==> config.mk <==
export PLATFORM = sky130hd
export DESIGN_NAME = multicycle_control
export DESIGN_NICKNAME = d
export VERILOG_FILES = /design/src/rtl/mips_ctrl_pkg.sv /design/src/rtl/multicycle_control.sv
export SDC_FILE = /design/constraint.sdc
export NUM_CORES = 1
export LEC_CHECK = 0
export CAP_MARGIN = 20
export CORE_MARGIN = 2
export CORE_UTILIZATION = 33
export CTS_CLUSTER_DIAMETER = 120
export DETAILED_ROUTE_END_ITERATION = 6
export HOLD_SLACK_MARGIN = 0.1
export PLACE_DENSITY = 0.74
export SLEW_MARGIN = 20
export SYNTH_ARGS = -nofsm -noshare
export SYNTH_HDL_FRONTEND = slang
export SYNTH_SLANG_ARGS = --single-unit
==> constraint.sdc <==
create_clock -name clk -period 1.2 [get_ports clk]
set_input_delay 0.12 -clock clk [delete_from_list [all_inputs] [get_ports clk]]
set_output_delay 0.12 -clock clk [all_outputs]
set_load 0.02 [all_outputs]
==> src/rtl/mips_ctrl_pkg.sv <==
// Shared encodings for the multicycle MIPS control path: opcodes, FSM
// states, datapath mux encodings and the bundled control word.
`timescale 1ns/1ps
package mips_ctrl_pkg;

  // Opcode field values (IR[31:26]) of the supported instructions.
  localparam logic [5:0] OP_RTYPE = 6'b000000;
  localparam logic [5:0] OP_LW    = 6'b100011;
  localparam logic [5:0] OP_SW    = 6'b101011;
  localparam logic [5:0] OP_BEQ   = 6'b000100;
  localparam logic [5:0] OP_J     = 6'b000010;
  localparam logic [5:0] OP_ADDI  = 6'b001000;

  // Controller states; encodings 12..15 are unused.
  typedef enum logic [3:0] {
    S_FETCH   = 4'd0,
    S_DECODE  = 4'd1,
    S_MEMADR  = 4'd2,
    S_MEMRD   = 4'd3,
    S_MEMWB   = 4'd4,
    S_MEMWR   = 4'd5,
    S_EXECUTE = 4'd6,
    S_ALUWB   = 4'd7,
    S_BRANCH  = 4'd8,
    S_ADDIEX  = 4'd9,
    S_ADDIWB  = 4'd10,
    S_JUMP    = 4'd11
  } state_t;

  // Request to the ALU control: add, subtract, or decode the funct field.
  typedef enum logic [1:0] {
    ALUOP_ADD   = 2'b00,
    ALUOP_SUB   = 2'b01,
    ALUOP_FUNCT = 2'b10
  } alu_op_t;

  // ALU B-input mux select.
  typedef enum logic [1:0] {
    SRCB_B       = 2'b00,
    SRCB_FOUR    = 2'b01,
    SRCB_IMM     = 2'b10,
    SRCB_IMM_SH2 = 2'b11
  } alu_src_b_t;

  // PC source mux select.
  typedef enum logic [1:0] {
    PCSRC_ALU    = 2'b00,
    PCSRC_ALUOUT = 2'b01,
    PCSRC_JUMP   = 2'b10
  } pc_src_t;

  // Every control signal the FSM drives, bundled so a state can clear
  // them all in one assignment and set only what it needs.
  typedef struct packed {
    logic       pc_write;
    logic       pc_write_cond;
    logic       iord;
    logic       mem_read;
    logic       mem_write;
    logic       ir_write;
    logic       mem_to_reg;
    logic       reg_dst;
    logic       reg_write;
    logic       alu_src_a;
    alu_src_b_t alu_src_b;
    alu_op_t    alu_op;
    pc_src_t    pc_source;
    logic       instr_done;
    logic       illegal_op;
  } ctrl_t;

endpackage

==> src/rtl/multicycle_control.sv <==
// Moore control FSM for the multicycle MIPS datapath. Sequences each
// instruction over 3-5 clocks and drives every mux select and write enable.
`timescale 1ns/1ps
module multicycle_control
  import mips_ctrl_pkg::*;
#(
  parameter int STATE_W = 4,
  parameter int OP_W    = 6
) (
  input  logic               clk,
  input  logic               rst,
  input  logic [OP_W-1:0]    Opcode,
  output logic               PCWrite,
  output logic               PCWriteCond,
  output logic               IorD,
  output logic               MemRead,
  output logic               MemWrite,
  output logic               IRWrite,
  output logic               MemtoReg,
  output logic               RegDst,
  output logic               RegWrite,
  output logic               ALUSrcA,
  output logic [1:0]         ALUSrcB,
  output logic [1:0]         ALUOp,
  output logic [1:0]         PCSource,
  output logic               InstrDone,
  output logic               IllegalOp,
  output logic [STATE_W-1:0] dbg_state
);

  state_t state;
  state_t state_next;
  ctrl_t  ctrl;

  // State register; reset returns to FETCH and abandons any instruction.
  // NOTE: sequential state uses non-blocking (<=) so every flop samples
  // pre-edge values; blocking here would create ordering-dependent races.
  always_ff @(posedge clk) begin
    if (rst) state <= S_FETCH;
    else     state <= state_next;
  end

  // Next-state decode and Moore outputs, all forced low while rst is high.
  // NOTE: every signal gets a default before the case so no path leaves a
  // value unassigned, which would otherwise infer a latch.
  always_comb begin
    state_next = S_FETCH;
    ctrl       = '0;
    unique case (state)
      S_FETCH: begin
        ctrl.mem_read  = 1'b1;
        ctrl.ir_write  = 1'b1;
        ctrl.alu_src_b = SRCB_FOUR;
        ctrl.pc_write  = 1'b1;
        state_next     = S_DECODE;
      end
      S_DECODE: begin
        // Branch target computed speculatively into ALUOut.
        ctrl.alu_src_b = SRCB_IMM_SH2;
        case (Opcode)
          OP_LW, OP_SW: state_next = S_MEMADR;
          OP_RTYPE:     state_next = S_EXECUTE;
          OP_ADDI:      state_next = S_ADDIEX;
          OP_BEQ:       state_next = S_BRANCH;
          OP_J:         state_next = S_JUMP;
          default: begin
            // Unsupported opcode retires as a NOP; PC already advanced.
            ctrl.illegal_op = 1'b1;
            state_next      = S_FETCH;
          end
        endcase
      end
      S_MEMADR: begin
        ctrl.alu_src_a = 1'b1;
        ctrl.alu_src_b = SRCB_IMM;
        state_next     = (Opcode == OP_SW) ? S_MEMWR : S_MEMRD;
      end
      S_MEMRD: begin
        ctrl.mem_read = 1'b1;
        ctrl.iord     = 1'b1;
        state_next    = S_MEMWB;
      end
      S_MEMWB: begin
        ctrl.mem_to_reg = 1'b1;
        ctrl.reg_write  = 1'b1;
        ctrl.instr_done = 1'b1;
      end
      S_MEMWR: begin
        ctrl.mem_write  = 1'b1;
        ctrl.iord       = 1'b1;
        ctrl.instr_done = 1'b1;
      end
      S_EXECUTE: begin
        ctrl.alu_src_a = 1'b1;
        ctrl.alu_op    = ALUOP_FUNCT;
        state_next     = S_ALUWB;
      end
      S_ALUWB: begin
        ctrl.reg_dst    = 1'b1;
        ctrl.reg_write  = 1'b1;
        ctrl.instr_done = 1'b1;
      end
      S_BRANCH: begin
        ctrl.alu_src_a     = 1'b1;
        ctrl.alu_op        = ALUOP_SUB;
        ctrl.pc_write_cond = 1'b1;
        ctrl.pc_source     = PCSRC_ALUOUT;
        ctrl.instr_done    = 1'b1;
      end
      S_ADDIEX: begin
        ctrl.alu_src_a = 1'b1;
        ctrl.alu_src_b = SRCB_IMM;
        state_next     = S_ADDIWB;
      end
      S_ADDIWB: begin
        ctrl.reg_write  = 1'b1;
        ctrl.instr_done = 1'b1;
      end
      S_JUMP: begin
        ctrl.pc_write   = 1'b1;
        ctrl.pc_source  = PCSRC_JUMP;
        ctrl.instr_done = 1'b1;
      end
      default: begin
        // Unreachable encodings recover to FETCH with outputs idle.
        state_next = S_FETCH;
      end
    endcase
    if (rst) ctrl = '0;
  end

  // Fan the control word out to the named datapath ports.
  assign PCWrite     = ctrl.pc_write;
  assign PCWriteCond = ctrl.pc_write_cond;
  assign IorD        = ctrl.iord;
  assign MemRead     = ctrl.mem_read;
  assign MemWrite    = ctrl.mem_write;
  assign IRWrite     = ctrl.ir_write;
  assign MemtoReg    = ctrl.mem_to_reg;
  assign RegDst      = ctrl.reg_dst;
  assign RegWrite    = ctrl.reg_write;
  assign ALUSrcA     = ctrl.alu_src_a;
  assign ALUSrcB     = ctrl.alu_src_b;
  assign ALUOp       = ctrl.alu_op;
  assign PCSource    = ctrl.pc_source;
  assign InstrDone   = ctrl.instr_done;
  assign IllegalOp   = ctrl.illegal_op;
  assign dbg_state   = STATE_W'(state);

endmodule
==> out/results.txt <==
DR iter-0 viols: 66
outcome: complete, but fails checks
# DRC: 0
final instance area: 1450 sq um
Hold Crit Class: input port to register
Place WS: -0.862 ns
die area: 1890 sq um
Worst Max-Slew Pin Slew: 0.335 ns
Syn Std Cell Area: 513 sq um
Critical Path AT: 1.48 ns
via count: 1059
fin crit share: 133%
Netlist cell types: 30
R2R Setup Slk: -0.32 ns
routed wire length: 3930 microns
port bufs: 29
vias in the first global route: 1010
P per Cell Area: 488 nW/um^2
Clock Latency Late Sink: 0.24 ns
GPL Wtd Cong: 0.870
Die H: 43.4 microns
gr ovfl total: 0
RSZ-0062 raised after global routing: yes
Final Skew: 0.000299 ns
Setup CP Type: input port to primary output
Synth top area share: 15.6%
static leakage: 0.606 nW
R2R Path End: dbg_state[2]
critical path endpoint category: primary output
sequential element share of the synthesized area: 15.6%
CTS Hold Bufs: 0
synth warn: 0
largest net degree at the start of global routing: 9
hold path startpoint: rst
FFs w/ async S/R, synth: 0%
Initial Utilization: 34.5%
Post-DRT Antenna Nets: 0
post-route setup slack: -0.396 ns
clock root cell: clkbuf_4
Slew Limit Headroom: 77.5%
gr usage total: 32.2%
Post-synth EDFFs: 0
Hold Path Cell Cnt: 4
Worst EP required: 1.08 ns
initial antenna violation count: 0
TritonCTS Sinks: 4
H-tree level count: 1
DPL Wire Length: 1660 microns
Nets: 158
commonest non-fill, non-tap cell in the layout: buf_4
max reg flops: 4
Post-Synthesis Cells: 77
ys flop type: dfxtp_1
antenna diode count: 0
Max Cap Viol: 0
Final Hold Fails: 0
launching point of the worst reg2reg path: dbg_state[0]
Net Count, Synth: 85
Vias per Instance: 6.46
critical path startpoint category: input port
share of layout cells above drive strength 1: 77.0%
TritonRoute pass-1 iters: 4
num ports: 30
CTS tree: yes
CTS Buf Count: 3
area of the core: 1490 sq um
Finish-stage setup viols: 22
Final Max Tran Viols: 0
placed inst area: 1160 sq um
clk slew on worst S/H paths: 0.04 ns
row count: 14
Avg Synthesized Cell Area: 6.66 sq um
routed len/inst: 24.0 microns
Synth area leader: dfxtp_1
FF+latch count, synth: 4
Tmin final: 1.60 ns
die width: 43.4 microns
Clock Tree Buf Depth: 2
post-synthesis to final-layout area growth: 182%
Min Hold Slack: 0.590 ns
violated checks: setup timing
hold endpoint: dbg_state[3]
Max rail drop VDD: 0.586 mV
first-pass GRT wire length: 4460 microns
most frequent cells in the layout: buf_4, buf_6, dlygate4sd2_1
synth top area cells: dfxtp_1, nor2_1, nor3_1
crit path max fanout: 4
reg2reg path depth: 5
fmax: 627 MHz
what timing repair did:
action | in CTS | in global routing
endpoints found under the hold margin | 0 | 0
setup endpoints to repair | 26 | 25
buffers inserted | 4 | 8
resized for setup | 148 | 11
gates cloned | 1 | 0
pin swaps | 17 | 3
metal layers:
metal / vias to the layer above / wire length, microns / track usage [%]
met3: 39 / 412 / 7.50
met5: - / 0 / 0
met4: 0 / 332 / 19.4
met1: 486 / 1330 / 31.9
li1: 428 / - / -
met2: 106 / 1860 / 60.0
worst max path at each step:
| stage | from | endpoint | slack, ns | cells past startpoint |
|---|---|---|---|---|
| global placement | rst | PCWrite | -0.80 | 6 |
| CTS | dbg_state[1] | PCWrite | -0.30 | 4 |
| finish | Opcode[3] | IllegalOp | -0.40 | 6 |
| detailed placement | rst | PCWrite | -0.86 | 5 |
| global route | Opcode[3] | IllegalOp | -0.45 | 6 |
| floorplan | dbg_state[1] | PCWrite | -0.28 | 4 |
cells in the mapped netlist (2+ instances only):
cell,n
a31oi_1,3
inv_1,2
nor2b_1,2
buf_4,4
nor4_1,2
a2111oi_2,2
nor3_1,11
o21ai_0,2
xor2_1,3
a21oi_1,4
dfxtp_1,4
nand3_1,2
or3_1,3
nor2_1,15
nand2b_1,3
report_power, final:
part	switching (mW)	internal (mW)
logic	0.197	0.187
clock network	0.0672	0.113
registers	0.00873	0.132
per-stage QoR:
stage	util [%]	total power, mW	TNS, ns	instances
6_report	97.1	0.705	-5.93	164
3_3_place_gp	77.9	0.437	-13.63	148
3_5_place_dp	77.9	0.445	-14.53	148
2_1_floorplan	-	0.288	-1.65	77
4_1_cts	90.6	0.637	-4.08	156
5_1_grt	97.1	0.730	-6.68	164
worst max-delay path: stages:
cell	delay, ns
dlygate4sd2_1	0.30
xor2_1	0.20
o211ai_1	0.33
nand2_1	0.18
nor3_4	0.20
buf_6	0.14
final cells by class:
cell class / count / area, sq um
Timing Repair Buffer: 74 / 677
Sequential cell: 4 / 95.1
Tap cell: 16 / 20.0
Inverter: 3 / 11.3
Clock buffer: 3 / 22.5
Fill cell: 23 / 43.8
Multi-Input combinational cell: 64 / 619
cells by family (layout without fill, tap and decap cells):
family | after synthesis | after routing | synth area share, %
AND/OR/NAND/NOR | 45 | 45 | 46.3
flip-flops | 4 | 4 | 15.6
buffers and inverters | 9 | 80 | 9.75
XOR/XNOR | 4 | 4 | 6.83
AO/OA/AOI/OAI | 15 | 15 | 21.5
(Power assumes the default switching activity.)
